File: config.mk
export PLATFORM = sky130hd
export DESIGN_NAME = out_buf_pkt_ctrl
export DESIGN_NICKNAME = d
export VERILOG_FILES = /design/src/rtl/out_buf_pkt_ctrl.sv
export SDC_FILE = /design/constraint.sdc
export NUM_CORES = 1
export LEC_CHECK = 0
export CAP_MARGIN = 30
export CORE_MARGIN = 3
export CORE_UTILIZATION = 54
export DETAILED_ROUTE_END_ITERATION = 8
export PLACE_DENSITY = 0.79
export SETUP_SLACK_MARGIN = 0.5
export SLEW_MARGIN = 40
export SYNTH_ARGS = -nofsm -noshare
export SYNTH_HDL_FRONTEND = slang
export SYNTH_SLANG_ARGS = --single-unit
export TNS_END_PERCENT = 100
File: constraint.sdc
create_clock -name clk -period 2.35 [get_ports clk]
set_clock_uncertainty 0.15 [all_clocks]
set_input_delay 0.235 -clock clk [delete_from_list [all_inputs] [get_ports clk]]
set_output_delay 0.235 -clock clk [all_outputs]
set_load 0.02 [all_outputs]
File: src/rtl/out_buf_pkt_ctrl.sv
// Output buffer read-side packet framer.
// Drains a FWFT FIFO into sop/eop framed valid/ready packets.
module out_buf_pkt_ctrl #(
  parameter int MAX_PKT      = 64,
  parameter int IDLE_TIMEOUT = 8
) (
  input  logic       clk,
  input  logic       n_rst,
  input  logic       fifo_empty,
  input  logic [7:0] fifo_rdata,
  output logic       fifo_r_enable,
  input  logic       flush,
  input  logic       tx_ready,
  output logic       tx_valid,
  output logic [7:0] tx_data,
  output logic       tx_sop,
  output logic       tx_eop,
  output logic       busy,
  output logic       pkt_done
);

  typedef enum logic [1:0] {
    IDLE,
    STAGED,
    SEND,
    SEND_LAST
  } state_t;

  localparam logic [7:0] MAX_B   = 8'(MAX_PKT);
  localparam logic [7:0] TO_LAST = 8'(IDLE_TIMEOUT - 1);

  state_t     state;
  logic [7:0] stage;
  logic [7:0] cnt;
  logic [7:0] timer;
  logic       sop_flag;
  logic       last_now;

  // Cap and flush win over a waiting byte; timeout only when starved.
  assign last_now = (cnt == MAX_B) || flush ||
                    (fifo_empty && (timer == TO_LAST));

  assign busy = (state != IDLE);

  assign fifo_r_enable = n_rst && !fifo_empty &&
                         ((state == IDLE) ||
                          ((state == SEND) && tx_ready));

  always_ff @(posedge clk or negedge n_rst) begin
    if (!n_rst) begin
      state    <= IDLE;
      stage    <= 8'd0;
      cnt      <= 8'd0;
      timer    <= 8'd0;
      sop_flag <= 1'b0;
      tx_valid <= 1'b0;
      tx_data  <= 8'd0;
      tx_sop   <= 1'b0;
      tx_eop   <= 1'b0;
      pkt_done <= 1'b0;
    end else begin
      pkt_done <= 1'b0;
      unique case (state)
        IDLE: begin
          if (!fifo_empty) begin
            stage    <= fifo_rdata;
            cnt      <= 8'd1;
            sop_flag <= 1'b1;
            timer    <= 8'd0;
            state    <= STAGED;
          end
        end
        STAGED: begin
          if (last_now) begin
            tx_valid <= 1'b1;
            tx_data  <= stage;
            tx_sop   <= sop_flag;
            tx_eop   <= 1'b1;
            state    <= SEND_LAST;
          end else if (!fifo_empty) begin
            tx_valid <= 1'b1;
            tx_data  <= stage;
            tx_sop   <= sop_flag;
            tx_eop   <= 1'b0;
            state    <= SEND;
          end else begin
            timer <= timer + 8'd1;
          end
        end
        SEND: begin
          if (tx_ready) begin
            tx_valid <= 1'b0;
            tx_sop   <= 1'b0;
            stage    <= fifo_rdata;
            cnt      <= cnt + 8'd1;
            sop_flag <= 1'b0;
            timer    <= 8'd0;
            state    <= STAGED;
          end
        end
        SEND_LAST: begin
          if (tx_ready) begin
            tx_valid <= 1'b0;
            tx_sop   <= 1'b0;
            tx_eop   <= 1'b0;
            pkt_done <= 1'b1;
            cnt      <= 8'd0;
            state    <= IDLE;
          end
        end
        default: state <= IDLE;
      endcase
    end
  end

endmodule

==> impl_metrics.json <==
{
  "outcome": "finished, final reports clean",
  "critPathLaunchType": "flop",
  "yosys-mux-area-fraction": 0.0683,
  "fmax_mhz": 502,
  "routabilityCongestion": 0.903,
  "pin_count": 27,
  "crit_path_start": "cnt[1]",
  "post-route-drc-count": 0,
  "num_antenna_cells": 0,
  "critical_path_arrival_ns": 2.03,
  "r2r_start": "cnt[1]",
  "cts_num_sinks": 39,
  "die_y_um": 66.8,
  "power_frac_comb": 0.502,
  "dpl.hpwl_um": 2940,
  "die-area_sq_um": 4470,
  "grt_pass1_vias": 1596,
  "ys_seq_area_frac": 0.488,
  "syn-num-nets": 205,
  "tns_ns": 0,
  "worstSetupEndpointType": "flop",
  "relSlewSlack": 0.680,
  "vias": 1678,
  "vias_per_cell": 5.83,
  "cts_buffers": 5,
  "synth_edf_count": 0,
  "core_sq_um": 3440,
  "leakagePower_nw": 1.19,
  "yosysTopAreaCellShare": 0.488,
  "finalCritPeriodShare": 0.847,
  "worstPathRequired_ns": 2.39,
  "max_slew.worst_pin.slew_ns": 0.479,
  "synth_top_family_by_area": "simple AND/OR/NAND/NOR gates",
  "clockBufferDepth": 2,
  "routed_wl_um": 4680,
  "hold_class": "in -> reg",
  "synthCells": 189,
  "switchingPower_w": 0.00121,
  "power_frac_clock": 0.139,
  "p_seq_frac": 0.359,
  "synth_xor_area_frac": 0.0263,
  "synth.most_common_cell": "dfrtp_1",
  "nets": 257,
  "yosys.area.top_type": "dfrtp_1",
  "synthArstFlopShare": 1.00,
  "htree_levels": 2,
  "ys.flop_type": "dfrtp_1",
  "synth_compound_area_frac": 0.165,
  "grt_pass1_wl_um": 7320,
  "synth_cell_types": 55,
  "clk_pin_slew_ns": 0.08,
  "start_util": 0.581,
  "synthSimpleGateAreaFrac": 0.201,
  "avgSynthCellArea_sq_um": 10.6,
  "path_max_fanout": 4,
  "final_area_sq_um": 2660,
  "syn_to_final_growth_pct": 33.2,
  "swShare": 0.383,
  "slowest_delay_ns": 0.40,
  "dr.pass1.iters": 4,
  "yosys-top-cells-area": "dfrtp_1 (49%), nand2_1 (6.6%), mux2_4 (5.3%), a21o_1 (1.9%), ha_1 (1.9%)",
  "period_needed_ns": 1.99,
  "globalRouteOverflowTotal": 0,
  "setup_viol": 0,
  "rsz0062_at_grt": "yes",
  "final_layout_size_suffix_gt1_frac": 0.273,
  "die_w_um": 66.8,
  "synth_common_cells": "dfrtp_1 (39), nand2_1 (35), nor2_1 (9), inv_1 (8)",
  "placed_cell_area_sq_um": 2330,
  "tritoncts": "yes",
  "wl_per_cell_um": 16.3,
  "drtIter0Drc": 187,
  "powerDensity_nw_per_um2": 1190,
  "cts_root_buf": "clkbuf_8",
  "hp-start": "fifo_rdata[6]",
  "grt_antenna_before_repair": 0,
  "slew_viol_final": 0,
  "power.internal_w": 0.00195,
  "maxCapViolCount": 0,
  "synth.cell_area_sq_um": 2000,
  "crit_chain": "inv_2, ha_4, nor4b_4, a21oi_4, a31oi_4, clkbuf_16, mux2_4",
  "clk-insertion-delay-late_ns": 0.29,
  "grt_start_max_net_pins": 40,
  "ys_ff_latch": 39,
  "worstSetupPathType": "reg -> reg",
  "ys_warn_count": 0,
  "hold_viol": 0,
  "fp-row-count": 21,
  "antenna_left": 0,
  "portBuffers": 26,
  "ir_drop_uv": 561,
  "synthAdderAreaFrac": 0.0188,
  "critPathSlowestCell": "dfrtp_1",
  "grt_use_total": 0.218
}
-- through the flow --
step                      total power [W]  instances  worst slack (ns)  hold WS [ns]  utilization
final                             0.00316        288             0.359         0.314        0.774
after global routing              0.00335        288             0.288         0.330        0.774
after CTS                         0.00303        278             0.397         0.319        0.744
after detailed placement          0.00242        260             0.164         0.188        0.676
after global placement            0.00238        260             0.228         0.178        0.676
after floorplan                   0.00199        189             0.472        -0.211            -
-- registers in the layout, indices dropped and copies added (netlist names) --
register	count
tx_data	8
state	2
tx_eop	1
tx_sop	1
timer	8
pkt_done	1
stage	8
tx_valid	1
cnt	8
sop_flag	1
-- cells by family (layout without fill, tap and decap cells) --
logic type / after synthesis / count (layout)
buffers and inverters: 13 / 66
AO/OA/AOI/OAI: 41 / 41
XOR/XNOR: 6 / 6
flip-flops: 39 / 39
adder cells (fa/ha/maj): 3 / 3
multiplexers: 10 / 10
AND/OR/NAND/NOR: 77 / 77
-- routing by layer --
| layer | track usage | share of wire | wire length [um] |
|---|---|---|---|
| met3 | 0.0489 | 0.046 | 215 |
| met1 | 0.268 | 0.44 | 2060 |
| met5 | 0 | 0 | 0 |
| met4 | 0.0863 | 0.015 | 70 |
| met2 | 0.370 | 0.50 | 2340 |
-- cells in the final DEF (no fill, tap or decap), types with 3 or more instances in the layout --
master and instances:
nor2_1 9, inv_1 6, xnor2_1 3, a21o_1 4, clkdlybuf4s50_1 23, dfrtp_1 37
nor3_1 5, nand2_1 33, clkbuf_8 5, and3_1 3, a31oi_1 3, nand3_1 5
xor2_1 3, mux2_4 8, o211ai_1 3, buf_4 19, o21ai_0 6, a21oi_1 4
-- power groups by stage --
| stage | combinational (W) | clock, W | sequential, W |
|---|---|---|---|
| after global routing | 0.00172 | 0.000471 | 0.00116 |
| after floorplan | 0.000794 | 0 | 0.00119 |
| after global placement | 0.00124 | 0 | 0.00113 |
| final | 0.00159 | 0.000441 | 0.00113 |
| after CTS | 0.00146 | 0.000443 | 0.00113 |
| after detailed placement | 0.00127 | 0 | 0.00115 |
-- critical path: cells and delay by family, from the launching register on --
family / cells / cell delay [ns]
mux: 1 / 0.29
compound gates: 2 / 0.37
buf+inv: 2 / 0.28
simple gates: 1 / 0.27
fa+ha+maj: 1 / 0.12
flops: 1 / 0.40
-- cell type report --
class | count | area, sq um
multi-input cells | 137 | 1040
flip-flops and latches | 39 | 978
well taps | 46 | 57.6
inverters | 8 | 30.0
repair buffers | 50 | 469
fillers | 213 | 779
clock buffers | 6 | 72.6
clock inverters | 2 | 12.5
-- final timing paths --
check / to / slack, ns / depth (start not counted)
min in group asynchronous: cnt[4] / 0.40 / 3
worst min-delay path: stage[6] / 0.31 / 3
worst min register to register: tx_valid / 0.33 / 1
worst max register to register: tx_data[3] / 0.36 / 7
max in group asynchronous: state[1] / 1.30 / 3
worst max-delay path: tx_data[3] / 0.36 / 7
-- timing repair --
item	in CTS	in global routing
gates resized for setup	15	11
gates cloned	1	0
endpoints found under the setup margin	17	18
pin swaps	2	6
hold buffers	1	0
hold endpoints to repair	39	0
buffers inserted	8	10
Note: power is estimated with default switching activity, not from simulation.
